`config.mk`:
```
export PLATFORM = sky130hd
export DESIGN_NAME = alu_issue_stage_flat
export DESIGN_NICKNAME = d
export VERILOG_FILES = /design/src/rtl/alu_issue_stage_if.sv /design/src/rtl/alu_issue_stage.sv /design/src/flat_wrapper.sv
export SDC_FILE = /design/constraint.sdc
export NUM_CORES = 1
export LEC_CHECK = 0
export ABC_CLOCK_PERIOD_IN_PS = 3800
export CAP_MARGIN = 15
export CORE_MARGIN = 2
export CORE_UTILIZATION = 40
export CTS_BUF_LIST = sky130_fd_sc_hd__clkbuf_8
export DETAILED_ROUTE_END_ITERATION = 12
export GPL_TIMING_DRIVEN = 0
export PLACE_DENSITY = 0.95
export SYNTH_ARGS = -nofsm -noshare
export SYNTH_HDL_FRONTEND = slang
export SYNTH_SLANG_ARGS = --single-unit
```
`constraint.sdc`:
```
create_clock -name clk -period 3.8 [get_ports clk]
set_input_delay 0.57 -clock clk [delete_from_list [all_inputs] [get_ports clk]]
set_output_delay 0.57 -clock clk [all_outputs]
set_load 0.005 [all_outputs]
```
`src/rtl/alu_issue_stage_if.sv`:
```
// Bundle between ID, the ALU issue stage and EX/MEM: instruction/operand input, ALU-facing output, writeback bypass.
// Latency: none, wires only.
// Backpressure: in_ready is returned to ID, and out_ready is returned from EX/MEM.
interface alu_issue_stage_if #(
  parameter int DATA_WIDTH = 32,
  parameter int REG_ADDR_W = 5
);
  logic                  in_valid;
  logic                  in_ready;
  logic [31:0]           instr;
  logic [DATA_WIDTH-1:0] pc;
  logic [DATA_WIDTH-1:0] rs1_data;
  logic [DATA_WIDTH-1:0] rs2_data;
  logic                  flush;
  logic                  out_valid;
  logic                  out_ready;
  logic [3:0]            alu_func;
  logic [DATA_WIDTH-1:0] alu_op1;
  logic [DATA_WIDTH-1:0] alu_op2;
  logic [REG_ADDR_W-1:0] out_rd;
  logic                  out_wb_en;
  logic                  out_illegal;
  logic                  wb_en;
  logic [REG_ADDR_W-1:0] wb_rd;
  logic [DATA_WIDTH-1:0] wb_data;

  // The issue stage itself.
  modport slave (
    input  in_valid, instr, pc, rs1_data, rs2_data, flush, out_ready, wb_en, wb_rd, wb_data,
    output in_ready, out_valid, alu_func, alu_op1, alu_op2, out_rd, out_wb_en, out_illegal
  );

  // The surrounding pipeline (ID, register file, EX/MEM).
  modport master (
    output in_valid, instr, pc, rs1_data, rs2_data, flush, out_ready, wb_en, wb_rd, wb_data,
    input  in_ready, out_valid, alu_func, alu_op1, alu_op2, out_rd, out_wb_en, out_illegal
  );
endinterface

```
`src/rtl/alu_issue_stage.sv`:
```
// RV32I ID/EX issue stage that decodes an instruction into an ALU func code and registers op1/op2; writeback bypass under ALU_ISSUE_BYPASS_EN.
// Latency: 1 cycle from capture to out_valid, with full throughput.
// Backpressure: in_ready = !out_valid || out_ready, outputs are held while stalled, and flush drops both the held and the incoming op.
module alu_issue_stage #(
  parameter int DATA_WIDTH = 32,
  parameter int REG_ADDR_W = 5
) (
  input  logic              clk,
  input  logic              rst_n,
  alu_issue_stage_if.slave  bus
);

  localparam logic [3:0] FN_ZERO = 4'd0;
  localparam logic [3:0] FN_ADD  = 4'd1;
  localparam logic [3:0] FN_SUB  = 4'd2;
  localparam logic [3:0] FN_SLL  = 4'd3;
  localparam logic [3:0] FN_SLT  = 4'd4;
  localparam logic [3:0] FN_XOR  = 4'd5;
  localparam logic [3:0] FN_OR   = 4'd6;
  localparam logic [3:0] FN_AND  = 4'd7;
  localparam logic [3:0] FN_SRL  = 4'd8;
  localparam logic [3:0] FN_SRA  = 4'd9;
  localparam logic [3:0] FN_SLTU = 4'd10;

  localparam logic [6:0] OPC_OP     = 7'b0110011;
  localparam logic [6:0] OPC_OP_IMM = 7'b0010011;
  localparam logic [6:0] OPC_LUI    = 7'b0110111;
  localparam logic [6:0] OPC_AUIPC  = 7'b0010111;
  localparam logic [6:0] OPC_LOAD   = 7'b0000011;
  localparam logic [6:0] OPC_STORE  = 7'b0100011;

  localparam logic [6:0] F7_ZERO = 7'b0000000;
  localparam logic [6:0] F7_ALT  = 7'b0100000;

  // funct3 to ALU code. alt (instr[30]) selects SUB/SRA where it is meaningful.
  function automatic logic [3:0] f3_func(input logic [2:0] f3, input logic alt);
    logic [3:0] fn;
    fn = FN_ZERO;
    case (f3)
      3'b000:  fn = alt ? FN_SUB : FN_ADD;
      3'b001:  fn = FN_SLL;
      3'b010:  fn = FN_SLT;
      3'b011:  fn = FN_SLTU;
      3'b100:  fn = FN_XOR;
      3'b101:  fn = alt ? FN_SRA : FN_SRL;
      3'b110:  fn = FN_OR;
      default: fn = FN_AND;
    endcase
    return fn;
  endfunction

  logic [6:0]            opcode;
  logic [2:0]            funct3;
  logic [6:0]            funct7;
  logic [REG_ADDR_W-1:0] rd_idx;
  logic [DATA_WIDTH-1:0] imm_i;
  logic [DATA_WIDTH-1:0] imm_s;
  logic [DATA_WIDTH-1:0] imm_u;
  logic [DATA_WIDTH-1:0] shamt;
  logic                  op_legal;
  logic                  opimm_legal;
  logic                  opimm_shift;

  assign opcode = bus.instr[6:0];
  assign funct3 = bus.instr[14:12];
  assign funct7 = bus.instr[31:25];
  assign rd_idx = REG_ADDR_W'(bus.instr[11:7]);
  assign imm_i  = {{(DATA_WIDTH-12){bus.instr[31]}}, bus.instr[31:20]};
  assign imm_s  = {{(DATA_WIDTH-12){bus.instr[31]}}, bus.instr[31:25], bus.instr[11:7]};
  assign imm_u  = DATA_WIDTH'({bus.instr[31:12], 12'b0});
  assign shamt  = DATA_WIDTH'(bus.instr[24:20]);

  // Only SUB and SRA may carry the alternate funct7; everything else needs zero.
  assign op_legal    = (funct7 == F7_ZERO) ||
                       ((funct7 == F7_ALT) && ((funct3 == 3'b000) || (funct3 == 3'b101)));
  assign opimm_shift = (funct3 == 3'b001) || (funct3 == 3'b101);
  assign opimm_legal = (funct3 == 3'b001) ? (funct7 == F7_ZERO) :
                       (funct3 == 3'b101) ? ((funct7 == F7_ZERO) || (funct7 == F7_ALT)) : 1'b1;

  logic [3:0]            dec_func;
  logic [DATA_WIDTH-1:0] dec_op1;
  logic [DATA_WIDTH-1:0] dec_op2;
  logic                  dec_ill;
  logic                  dec_wb_base;
  logic                  dec_rs1_src;
  logic                  dec_rs2_src;

  // Combinational decode of the offered instruction; anything unmatched stays illegal with zero operands.
  always_comb begin
    dec_func    = FN_ZERO;
    dec_op1     = '0;
    dec_op2     = '0;
    dec_ill     = 1'b1;
    dec_wb_base = 1'b0;
    dec_rs1_src = 1'b0;
    dec_rs2_src = 1'b0;
    case (opcode)
      OPC_OP: begin
        if (op_legal) begin
          dec_ill     = 1'b0;
          dec_func    = f3_func(funct3, bus.instr[30]);
          dec_op1     = bus.rs1_data;
          dec_op2     = bus.rs2_data;
          dec_wb_base = 1'b1;
          dec_rs1_src = 1'b1;
          dec_rs2_src = 1'b1;
        end
      end
      OPC_OP_IMM: begin
        if (opimm_legal) begin
          dec_ill     = 1'b0;
          dec_func    = (funct3 == 3'b000) ? FN_ADD : f3_func(funct3, bus.instr[30]);
          dec_op1     = bus.rs1_data;
          dec_op2     = opimm_shift ? shamt : imm_i;
          dec_wb_base = 1'b1;
          dec_rs1_src = 1'b1;
        end
      end
      OPC_LUI: begin
        dec_ill     = 1'b0;
        dec_func    = FN_ADD;
        dec_op2     = imm_u;
        dec_wb_base = 1'b1;
      end
      OPC_AUIPC: begin
        dec_ill     = 1'b0;
        dec_func    = FN_ADD;
        dec_op1     = bus.pc;
        dec_op2     = imm_u;
        dec_wb_base = 1'b1;
      end
      OPC_LOAD: begin
        dec_ill     = 1'b0;
        dec_func    = FN_ADD;
        dec_op1     = bus.rs1_data;
        dec_op2     = imm_i;
        dec_wb_base = 1'b1;
        dec_rs1_src = 1'b1;
      end
      OPC_STORE: begin
        dec_ill     = 1'b0;
        dec_func    = FN_ADD;
        dec_op1     = bus.rs1_data;
        dec_op2     = imm_s;
        dec_rs1_src = 1'b1;
      end
      default: begin
        dec_ill = 1'b1;
      end
    endcase
  end

  logic                  vld_q, vld_d;
  logic [3:0]            func_q, func_d;
  logic [DATA_WIDTH-1:0] op1_q, op1_d;
  logic [DATA_WIDTH-1:0] op2_q, op2_d;
  logic [REG_ADDR_W-1:0] rd_q, rd_d;
  logic                  wb_en_q, wb_en_d;
  logic                  ill_q, ill_d;
  logic                  capture;
  logic [DATA_WIDTH-1:0] cap_op1;
  logic [DATA_WIDTH-1:0] cap_op2;

  assign bus.in_ready = !vld_q || bus.out_ready;
  assign capture      = bus.in_valid && bus.in_ready && !bus.flush;

`ifdef ALU_ISSUE_BYPASS_EN
  logic [REG_ADDR_W-1:0] rs1_idx, rs2_idx;
  logic [REG_ADDR_W-1:0] rs1_idx_q, rs1_idx_d;
  logic [REG_ADDR_W-1:0] rs2_idx_q, rs2_idx_d;
  logic                  rs1_src_q, rs1_src_d;
  logic                  rs2_src_q, rs2_src_d;
  logic                  wb_live;
  logic                  hold_hit1, hold_hit2;

  assign rs1_idx   = REG_ADDR_W'(bus.instr[19:15]);
  assign rs2_idx   = REG_ADDR_W'(bus.instr[24:20]);
  // x0 is never written, so a writeback to it must not leak into an operand.
  assign wb_live   = bus.wb_en && (bus.wb_rd != '0);
  assign cap_op1   = (wb_live && dec_rs1_src && (bus.wb_rd == rs1_idx)) ? bus.wb_data : dec_op1;
  assign cap_op2   = (wb_live && dec_rs2_src && (bus.wb_rd == rs2_idx)) ? bus.wb_data : dec_op2;
  assign hold_hit1 = wb_live && rs1_src_q && (bus.wb_rd == rs1_idx_q);
  assign hold_hit2 = wb_live && rs2_src_q && (bus.wb_rd == rs2_idx_q);
`else
  logic unused_wb;

  assign cap_op1   = dec_op1;
  assign cap_op2   = dec_op2;
  assign unused_wb = ^{bus.wb_en, bus.wb_rd, bus.wb_data, bus.instr[19:15]};
`endif

  // Next state: flush beats capture, capture beats drain, and a stalled op only changes via the bypass.
  always_comb begin
    vld_d   = vld_q;
    func_d  = func_q;
    op1_d   = op1_q;
    op2_d   = op2_q;
    rd_d    = rd_q;
    wb_en_d = wb_en_q;
    ill_d   = ill_q;
`ifdef ALU_ISSUE_BYPASS_EN
    rs1_idx_d = rs1_idx_q;
    rs2_idx_d = rs2_idx_q;
    rs1_src_d = rs1_src_q;
    rs2_src_d = rs2_src_q;
`endif
    if (bus.flush) begin
      vld_d = 1'b0;
      ill_d = 1'b0;
    end else if (capture) begin
      vld_d   = 1'b1;
      func_d  = dec_func;
      op1_d   = cap_op1;
      op2_d   = cap_op2;
      rd_d    = dec_ill ? '0 : rd_idx;
      wb_en_d = dec_wb_base && (rd_idx != '0);
      ill_d   = dec_ill;
`ifdef ALU_ISSUE_BYPASS_EN
      rs1_idx_d = rs1_idx;
      rs2_idx_d = rs2_idx;
      rs1_src_d = dec_rs1_src;
      rs2_src_d = dec_rs2_src;
`endif
    end else if (bus.out_ready) begin
      vld_d = 1'b0;
    end
`ifdef ALU_ISSUE_BYPASS_EN
    else if (vld_q) begin
      if (hold_hit1) op1_d = bus.wb_data;
      if (hold_hit2) op2_d = bus.wb_data;
    end
`endif
  end

  // Output and bookkeeping registers, cleared asynchronously.
  always_ff @(posedge clk or negedge rst_n) begin
    if (!rst_n) begin
      vld_q   <= 1'b0;
      func_q  <= FN_ZERO;
      op1_q   <= '0;
      op2_q   <= '0;
      rd_q    <= '0;
      wb_en_q <= 1'b0;
      ill_q   <= 1'b0;
`ifdef ALU_ISSUE_BYPASS_EN
      rs1_idx_q <= '0;
      rs2_idx_q <= '0;
      rs1_src_q <= 1'b0;
      rs2_src_q <= 1'b0;
`endif
    end else begin
      vld_q   <= vld_d;
      func_q  <= func_d;
      op1_q   <= op1_d;
      op2_q   <= op2_d;
      rd_q    <= rd_d;
      wb_en_q <= wb_en_d;
      ill_q   <= ill_d;
`ifdef ALU_ISSUE_BYPASS_EN
      rs1_idx_q <= rs1_idx_d;
      rs2_idx_q <= rs2_idx_d;
      rs1_src_q <= rs1_src_d;
      rs2_src_q <= rs2_src_d;
`endif
    end
  end

  assign bus.out_valid   = vld_q;
  assign bus.alu_func    = func_q;
  assign bus.alu_op1     = op1_q;
  assign bus.alu_op2     = op2_q;
  assign bus.out_rd      = rd_q;
  assign bus.out_wb_en   = wb_en_q;
  assign bus.out_illegal = ill_q;

endmodule

```
`src/flat_wrapper.sv`:
```
// flat-port wrapper written by rule: the top's interface ports become plain ports
module alu_issue_stage_flat 
#(
  parameter int DATA_WIDTH = 32,
  parameter int REG_ADDR_W = 5
)
  (clk, rst_n, bus_in_valid, bus_instr, bus_pc, bus_rs1_data, bus_rs2_data, bus_flush, bus_out_ready, bus_wb_en, bus_wb_rd, bus_wb_data, bus_in_ready, bus_out_valid, bus_alu_func, bus_alu_op1, bus_alu_op2, bus_out_rd, bus_out_wb_en, bus_out_illegal);
  alu_issue_stage_if #(.DATA_WIDTH(DATA_WIDTH), .REG_ADDR_W(REG_ADDR_W)) bus_i ();
  input  logic clk;
  input  logic rst_n;
  input wire logic [$bits(bus_i.in_valid)-1:0] bus_in_valid;
  input wire logic [$bits(bus_i.instr)-1:0] bus_instr;
  input wire logic [$bits(bus_i.pc)-1:0] bus_pc;
  input wire logic [$bits(bus_i.rs1_data)-1:0] bus_rs1_data;
  input wire logic [$bits(bus_i.rs2_data)-1:0] bus_rs2_data;
  input wire logic [$bits(bus_i.flush)-1:0] bus_flush;
  input wire logic [$bits(bus_i.out_ready)-1:0] bus_out_ready;
  input wire logic [$bits(bus_i.wb_en)-1:0] bus_wb_en;
  input wire logic [$bits(bus_i.wb_rd)-1:0] bus_wb_rd;
  input wire logic [$bits(bus_i.wb_data)-1:0] bus_wb_data;
  output wire logic [$bits(bus_i.in_ready)-1:0] bus_in_ready;
  output wire logic [$bits(bus_i.out_valid)-1:0] bus_out_valid;
  output wire logic [$bits(bus_i.alu_func)-1:0] bus_alu_func;
  output wire logic [$bits(bus_i.alu_op1)-1:0] bus_alu_op1;
  output wire logic [$bits(bus_i.alu_op2)-1:0] bus_alu_op2;
  output wire logic [$bits(bus_i.out_rd)-1:0] bus_out_rd;
  output wire logic [$bits(bus_i.out_wb_en)-1:0] bus_out_wb_en;
  output wire logic [$bits(bus_i.out_illegal)-1:0] bus_out_illegal;
  assign bus_i.in_valid = bus_in_valid;
  assign bus_i.instr = bus_instr;
  assign bus_i.pc = bus_pc;
  assign bus_i.rs1_data = bus_rs1_data;
  assign bus_i.rs2_data = bus_rs2_data;
  assign bus_i.flush = bus_flush;
  assign bus_i.out_ready = bus_out_ready;
  assign bus_i.wb_en = bus_wb_en;
  assign bus_i.wb_rd = bus_wb_rd;
  assign bus_i.wb_data = bus_wb_data;
  assign bus_in_ready = bus_i.in_ready;
  assign bus_out_valid = bus_i.out_valid;
  assign bus_alu_func = bus_i.alu_func;
  assign bus_alu_op1 = bus_i.alu_op1;
  assign bus_alu_op2 = bus_i.alu_op2;
  assign bus_out_rd = bus_i.out_rd;
  assign bus_out_wb_en = bus_i.out_wb_en;
  assign bus_out_illegal = bus_i.out_illegal;
  alu_issue_stage #(.DATA_WIDTH(DATA_WIDTH), .REG_ADDR_W(REG_ADDR_W)) u_core (.clk(clk), .rst_n(rst_n), .bus(bus_i));
endmodule
```
==> results.toml, run 1 <==
[cts]
cts_hold_buf = 0
clk_pin_slew_ns = 0.08
cts_resized = 0
cts_tree = "built"
cts_made_buffers = 9
root_buffer = "clkbuf_8"
post_cts_buffers = 0
cts_num_sinks = 76
htreeDepth = 3
clk_latency_ns = 0.35
clockBufferDepth = 2

[sta]
fmax_mhz = 366
finalCritPeriodShare_pct = 71.9
setup_viol = 0
hold_violations = 0
skew_ns = 0.0140
rsz0062_at_grt = "false"
fin_crit_ns = 2.73
max_slew_margin_pct = 54.4
slew_violations = 0
tightest_slew_ns = 0.678
worst_slack_ns = 1.07

[logic_synthesis]
synth_cell_types = 46
synth_edf_count = 0
synth-main-ff-cell = "dfrtp_1"
synthCells = 367
syn_area_um2 = 3770
synthArstFlopShare_pct = 100
ys_warn_count = 0
synth_area_per_cell_um2 = 10.3
yosysSeqAreaShare_pct = 50.4
synth-seq-cells = 76
syn-num-nets = 538

[hold_path]
min_path_type = "in2async"

[die]
dieArea_um2 = 10200
core_um2 = 9200
start_util_pct = 41.0
pin_count = 248
placementRows = 35
fp.dieW_um = 101
fp.dieH_um = 101

[worst_setup_path]
r2r_slack_ns = 1.37
timing.rr.start = "u_core.bus.out_valid"
crit_buf_inv = 4
cp-endpoint = "u_core.bus.alu_op2[2]"
startpoint = "bus_out_ready"
rr_worst_depth = 8
crit_slowest_cell = "nor3b_1"
critPathLaunchType = "input port"
crit_chain = "clkdlybuf4s50_1 -> nand2b_1 -> clkbuf_1 -> nor3b_1 -> clkbuf_1 -> buf_2 -> o21ai_0 -> a221oi_1 -> nor2_1"
max_stage_delay_ns = 0.46
path_depth = 9
critPathKind = "in2reg"
worst-path-max-fanout = 10
r2r-end = "u_core.bus.alu_op2[2]"
crit_family = "buffers and inverters"
worst_setup_path_end_kind = "flip-flop"
required_ns = 4.02
cpMostUsedCell = "clkbuf_1"
arrival_ns = 2.95

[placed_design]
numPlacedInstances = 686
place.detailed.hpwl_um = 10500
gp_congestion = 0.876
portBuffers = 207
detailedPlace.worstSlack_ns = 0.706

[grt]
grt-ovfl-total = 0
antenna_found_initial = 0
grt_pass1_vias = 4123
grt_pass1_wl_um = 20600
grt_max_degree = 42
grt_use_total_pct = 25.9

[final_layout]
final_cell_mix = "clkdlybuf4s50_1, dfrtp_1, nand2_1"
diodes = 0
drive_gt1_share_pct = 5.42
fin_cells = 701
layout_commonest_cell = "clkdlybuf4s50_1"
final_nets = 757
area_growth_pct = 65.8

[route]
antenna_left = 0
finalWirelength_um = 13500
vias_per_cell = 5.73
drtPass1Iterations = 4
remaining_drc_errors = 0
first_iter_violations = 182
vias = 4014
post_drt_wl_per_cell_um = 19.2

[flow_run]
maxCapViolations = 0

[power]
finalPower_w = 0.00193
pwr_density_cell_nw_per_um2 = 309
vdd.ir_drop.worst_mv = 0.210
p_leak_nw = 2.63

[status]
status = "finished, final reports clean"
-- power breakdown --
group | internal [W] | leakage, nW | switching, W | total (W)
Combinational | 0.000181 | 1.46 | 0.000120 | 0.000301
Clock | 0.000496 | 0.130 | 0.000299 | 0.000795
Sequential | 0.000826 | 1.05 | 0.0000107 | 0.000837
-- layout make-up --
type / instances / area [um2]
Tap cell: 111 / 139
Multi-Input combinational cell: 250 / 1670
Buffer: 37 / 185
Clock buffer: 9 / 124
Inverter: 4 / 15.0
Sequential cell: 76 / 1900
Timing Repair Buffer: 208 / 2090
Clock inverter: 6 / 129
Fill cell: 695 / 2940
-- worst min-delay path by stage --
stage                                       from                endpoint  slack, ns  cells after the start
after floorplan                            rst_n  u_core.bus.alu_func[0]       0.27                      0
after global placement    u_core.bus.alu_op2[31]  u_core.bus.alu_op2[31]       0.46                      2
after detailed placement  u_core.bus.alu_op2[12]  u_core.bus.alu_op2[12]       0.48                      2
after CTS                                  rst_n  u_core.bus.alu_op2[24]       0.19                      1
after global routing                       rst_n  u_core.bus.alu_op2[24]       0.21                      1
final                                      rst_n  u_core.bus.alu_op2[24]       0.17                      1
-- routing by layer --
layer	track usage [%]	up-vias	share of wire, %
li1	-	1834	-
met5	0	-	0
met1	30.8	1939	38
met3	5.41	39	7.5
met2	45.4	202	51
met4	10.6	0	3.2
-- kinds of logic after synthesis --
group / after synthesis / synth area share, %
AO/OA/AOI/OAI: 134 / 27.0
XOR/XNOR: 3 / 0.697
flip-flops: 76 / 50.4
multiplexers: 6 / 1.59
AND/OR/NAND/NOR: 107 / 15.0
buffers and inverters: 41 / 5.31
-- stage by stage --
| step | setup TNS [ns] | util (%) | cell area [um2] | hold WS [ns] |
|---|---|---|---|---|
| after floorplan | 0 | - | 3770 | 0.274 |
| after global placement | -27.61 | 65.1 | 5980 | 0.460 |
| after detailed placement | 0 | 65.3 | 6000 | 0.478 |
| after CTS | 0 | 68.0 | 6250 | 0.192 |
| after global routing | 0 | 68.0 | 6250 | 0.209 |
| final | 0 | 68.0 | 6250 | 0.173 |
-- flip-flops by register name, summed over array words and instances, names as in the netlist --
name / flops
u_core.bus.alu_func: 4
u_core.bus.out_rd: 5
u_core.bus.alu_op1: 32
u_core.bus.alu_op2: 32
u_core.bus.out_wb_en: 1
u_core.bus.out_illegal: 1
u_core.bus.out_valid: 1
-- worst reg2reg max path, cell delays in order, from the launching register on --
cell and delay, ns:
dfrtp_1 0.40, nand2b_1 0.07, clkbuf_1 0.24, nor3b_1 0.47, clkbuf_1 0.35, buf_2 0.31
o21ai_0 0.12, a221oi_1 0.27, nor2_1 0.09
-- synth_stat cells (all sizes together), types with 6 or more instances --
cell type | n | area [um2]
buf | 9 | 80.1
a221oi | 24 | 210
nor2 | 19 | 71.3
dfrtp | 76 | 1900
o21ai | 40 | 200
clkbuf | 28 | 105
and3 | 28 | 175
a22oi | 7 | 57.6
nand2 | 38 | 143
a221o | 28 | 280
a21oi | 17 | 96.4
mux2i | 6 | 60.1
(Power assumes the default switching activity.)
==> run 2, diff against run 1 <==
--- a/config.mk
+++ b/config.mk
@@ -5,14 +5,14 @@
 export SDC_FILE = /design/constraint.sdc
 export NUM_CORES = 1
 export LEC_CHECK = 0
-export ABC_CLOCK_PERIOD_IN_PS = 3800
+export ABC_CLOCK_PERIOD_IN_PS = 2700
 export CAP_MARGIN = 15
 export CORE_MARGIN = 2
-export CORE_UTILIZATION = 40
+export CORE_UTILIZATION = 37
 export CTS_BUF_LIST = sky130_fd_sc_hd__clkbuf_8
 export DETAILED_ROUTE_END_ITERATION = 12
 export GPL_TIMING_DRIVEN = 0
-export PLACE_DENSITY = 0.95
+export PLACE_DENSITY = 0.91
 export SYNTH_ARGS = -nofsm -noshare
 export SYNTH_HDL_FRONTEND = slang
 export SYNTH_SLANG_ARGS = --single-unit
==> constraint.sdc (replaced) <==
create_clock -name clk -period 2.7 [get_ports clk]
set_input_delay 0.405 -clock clk [delete_from_list [all_inputs] [get_ports clk]]
set_output_delay 0.405 -clock clk [all_outputs]
set_load 0.005 [all_outputs]
==> results.toml, run 2 (synthesis gave the netlist of run 1 again) <==
[power]
vdd.ir_drop.worst_mv = 0.262
pwr_density_cell_nw_per_um2 = 400
seq_power_share_pct = 47.1
p_sw_share_pct = 25.1
power.internal_w = 0.00187
power_switching_w = 0.000627
p_comb_share_pct = 17.2
pwr-share-clk_pct = 35.7
p_leak_nw = 2.62

[placed_design]
placed_area_um2 = 6040
gp_congestion = 0.803
numPlacedInstances = 708
detailedPlace.worstSlack_ns = -0.221
place.detailed.hpwl_um = 10800
portBuffers = 207

[route]
remaining_drc_errors = 0
vias_per_cell = 5.64
first_iter_violations = 258
vias = 4092
antenna_left = 0
drtPass1Iterations = 6
finalWirelength_um = 13700
post_drt_wl_per_cell_um = 18.9

[die]
fp.dieW_um = 105
dieArea_um2 = 11000
start_util_pct = 38.4
core_um2 = 9820
placementRows = 36
fp.dieH_um = 105
pin_count = 248

[sta]
tightest_slew_ns = 0.701
slew_violations = 0
worst_slack_ns = 0.221
whs_ns = 0.482
setup_viol = 0
hold_violations = 0
skew_ns = 0.0117
max_slew_margin_pct = 52.9
setup_tns_ns = 0
rsz0062_at_grt = "false"
fin_crit_ns = 2.48
finalCritPeriodShare_pct = 91.8
fmax_mhz = 403

[flow_run]
maxCapViolations = 0

[final_layout]
drive_gt1_share_pct = 5.74
final_cell_mix = "clkdlybuf4s50_1, dfrtp_1, nand2_1"
layout_commonest_cell = "clkdlybuf4s50_1"
multi_input_area_um2 = 1680
final_nets = 758
final_cell_area_um2 = 6250
diodes = 0
regArea_um2 = 1900
fin_cells = 725
area_growth_pct = 65.7
fill_cells = 825

[grt]
grt_max_degree = 49
grt_use_total_pct = 25.0
grt-ovfl-total = 0
grt_pass1_wl_um = 21800
grt_pass1_vias = 4291
antenna_found_initial = 0

[cts]
cts_made_buffers = 9
clockBufferDepth = 2
cts_num_sinks = 76
clk_latency_ns = 0.35
clk_pin_slew_ns = 0.08
htreeDepth = 3
root_buffer = "clkbuf_8"
post_cts_buffers = 0
cts_tree = "built"

[status]
status = "finished, final reports clean"

[hold_path]
min_path_type = "reg2reg"

[worst_setup_path]
arrival_ns = 2.76
critPathLaunchType = "input port"
critPathKind = "in2reg"
worst-path-max-fanout = 10
required_ns = 2.98
worst_setup_path_end_kind = "flip-flop"
## run 2: cell types whose count changed in the layout (fill, tap and decap cells not counted)
cell,before,now
nor3b_1,1,0
dlygate4sd3_1,0,1
nor3b_2,0,1
buf_16,0,1
buf_12,1,0
clkinv_4,0,1
bufinv_16,4,1
inv_6,0,1
clkinvlp_4,0,1
clkbuf_8,9,10
## run 2: area by class of cell
type / count / share of cell area [%]
multi-input combinational: 250 / 26.8
timing repair buffer: 209 / 33.7
tap: 133 / 2.66
sequential: 76 / 30.4
clock inverter: 6 / 1.02
inverter: 4 / 0.240
clock buffer: 10 / 2.20
buffer: 37 / 2.96
## run 2: final timing paths
check	from	end	slack, ns	depth (start not counted)
setup / recovery	bus_instr[4]	u_core.bus.alu_op1[20]	0.22	7
hold / removal	u_core.bus.alu_func[2]	u_core.bus.alu_func[2]	0.48	2
setup reg to reg	u_core.bus.out_valid	u_core.bus.alu_op2[2]	0.40	8
hold reg to reg	u_core.bus.alu_func[2]	u_core.bus.alu_func[2]	0.48	2
max in group asynchronous	rst_n	u_core.bus.alu_func[0]	1.58	3
min in group asynchronous	rst_n	u_core.bus.alu_op2[16]	0.53	2
## run 2: per-layer routing
| metal | vias up | global-route usage (%) | wire length [um] |
|---|---|---|---|
| met5 | - | 0 | 0 |
| met4 | 0 | 11.4 | 478 |
| met3 | 45 | 6.11 | 1070 |
| met2 | 215 | 43.6 | 6980 |
| met1 | 1987 | 28.8 | 5180 |
| li1 | 1845 | - | - |
## run 2: power groups by stage
stage	sequential (W)	clock [W]	combinational, W
finish	0.00118	0.000893	0.000429
global route	0.00118	0.000950	0.000464
CTS	0.00118	0.000905	0.000431
detailed placement	0.00120	0	0.000427
global placement	0.00120	0	0.000409
floorplan	0.00120	0	0.0000989
## run 2: worst max-delay path: stages
cell and delay [ns]:
clkdlybuf4s50_1 0.60, or4b_4 0.53, nor4_4 0.37, a22oi_2 0.21
a21oi_4 0.30, buf_6 0.19, a221o_1 0.15
## run 2: through the flow
stage	util (%)	power, W
after global routing	63.7	0.00259
final	63.7	0.00250
after floorplan	-	0.00130
after CTS	63.6	0.00251
after detailed placement	61.5	0.00163
after global placement	61.2	0.00161
## run 2: what timing repair did
item / in CTS / in global routing
resized for setup: 0 / 1
setup endpoints to repair: 0 / 3
hold buffers: 1 / 0
hold endpoints to repair: 28 / 0
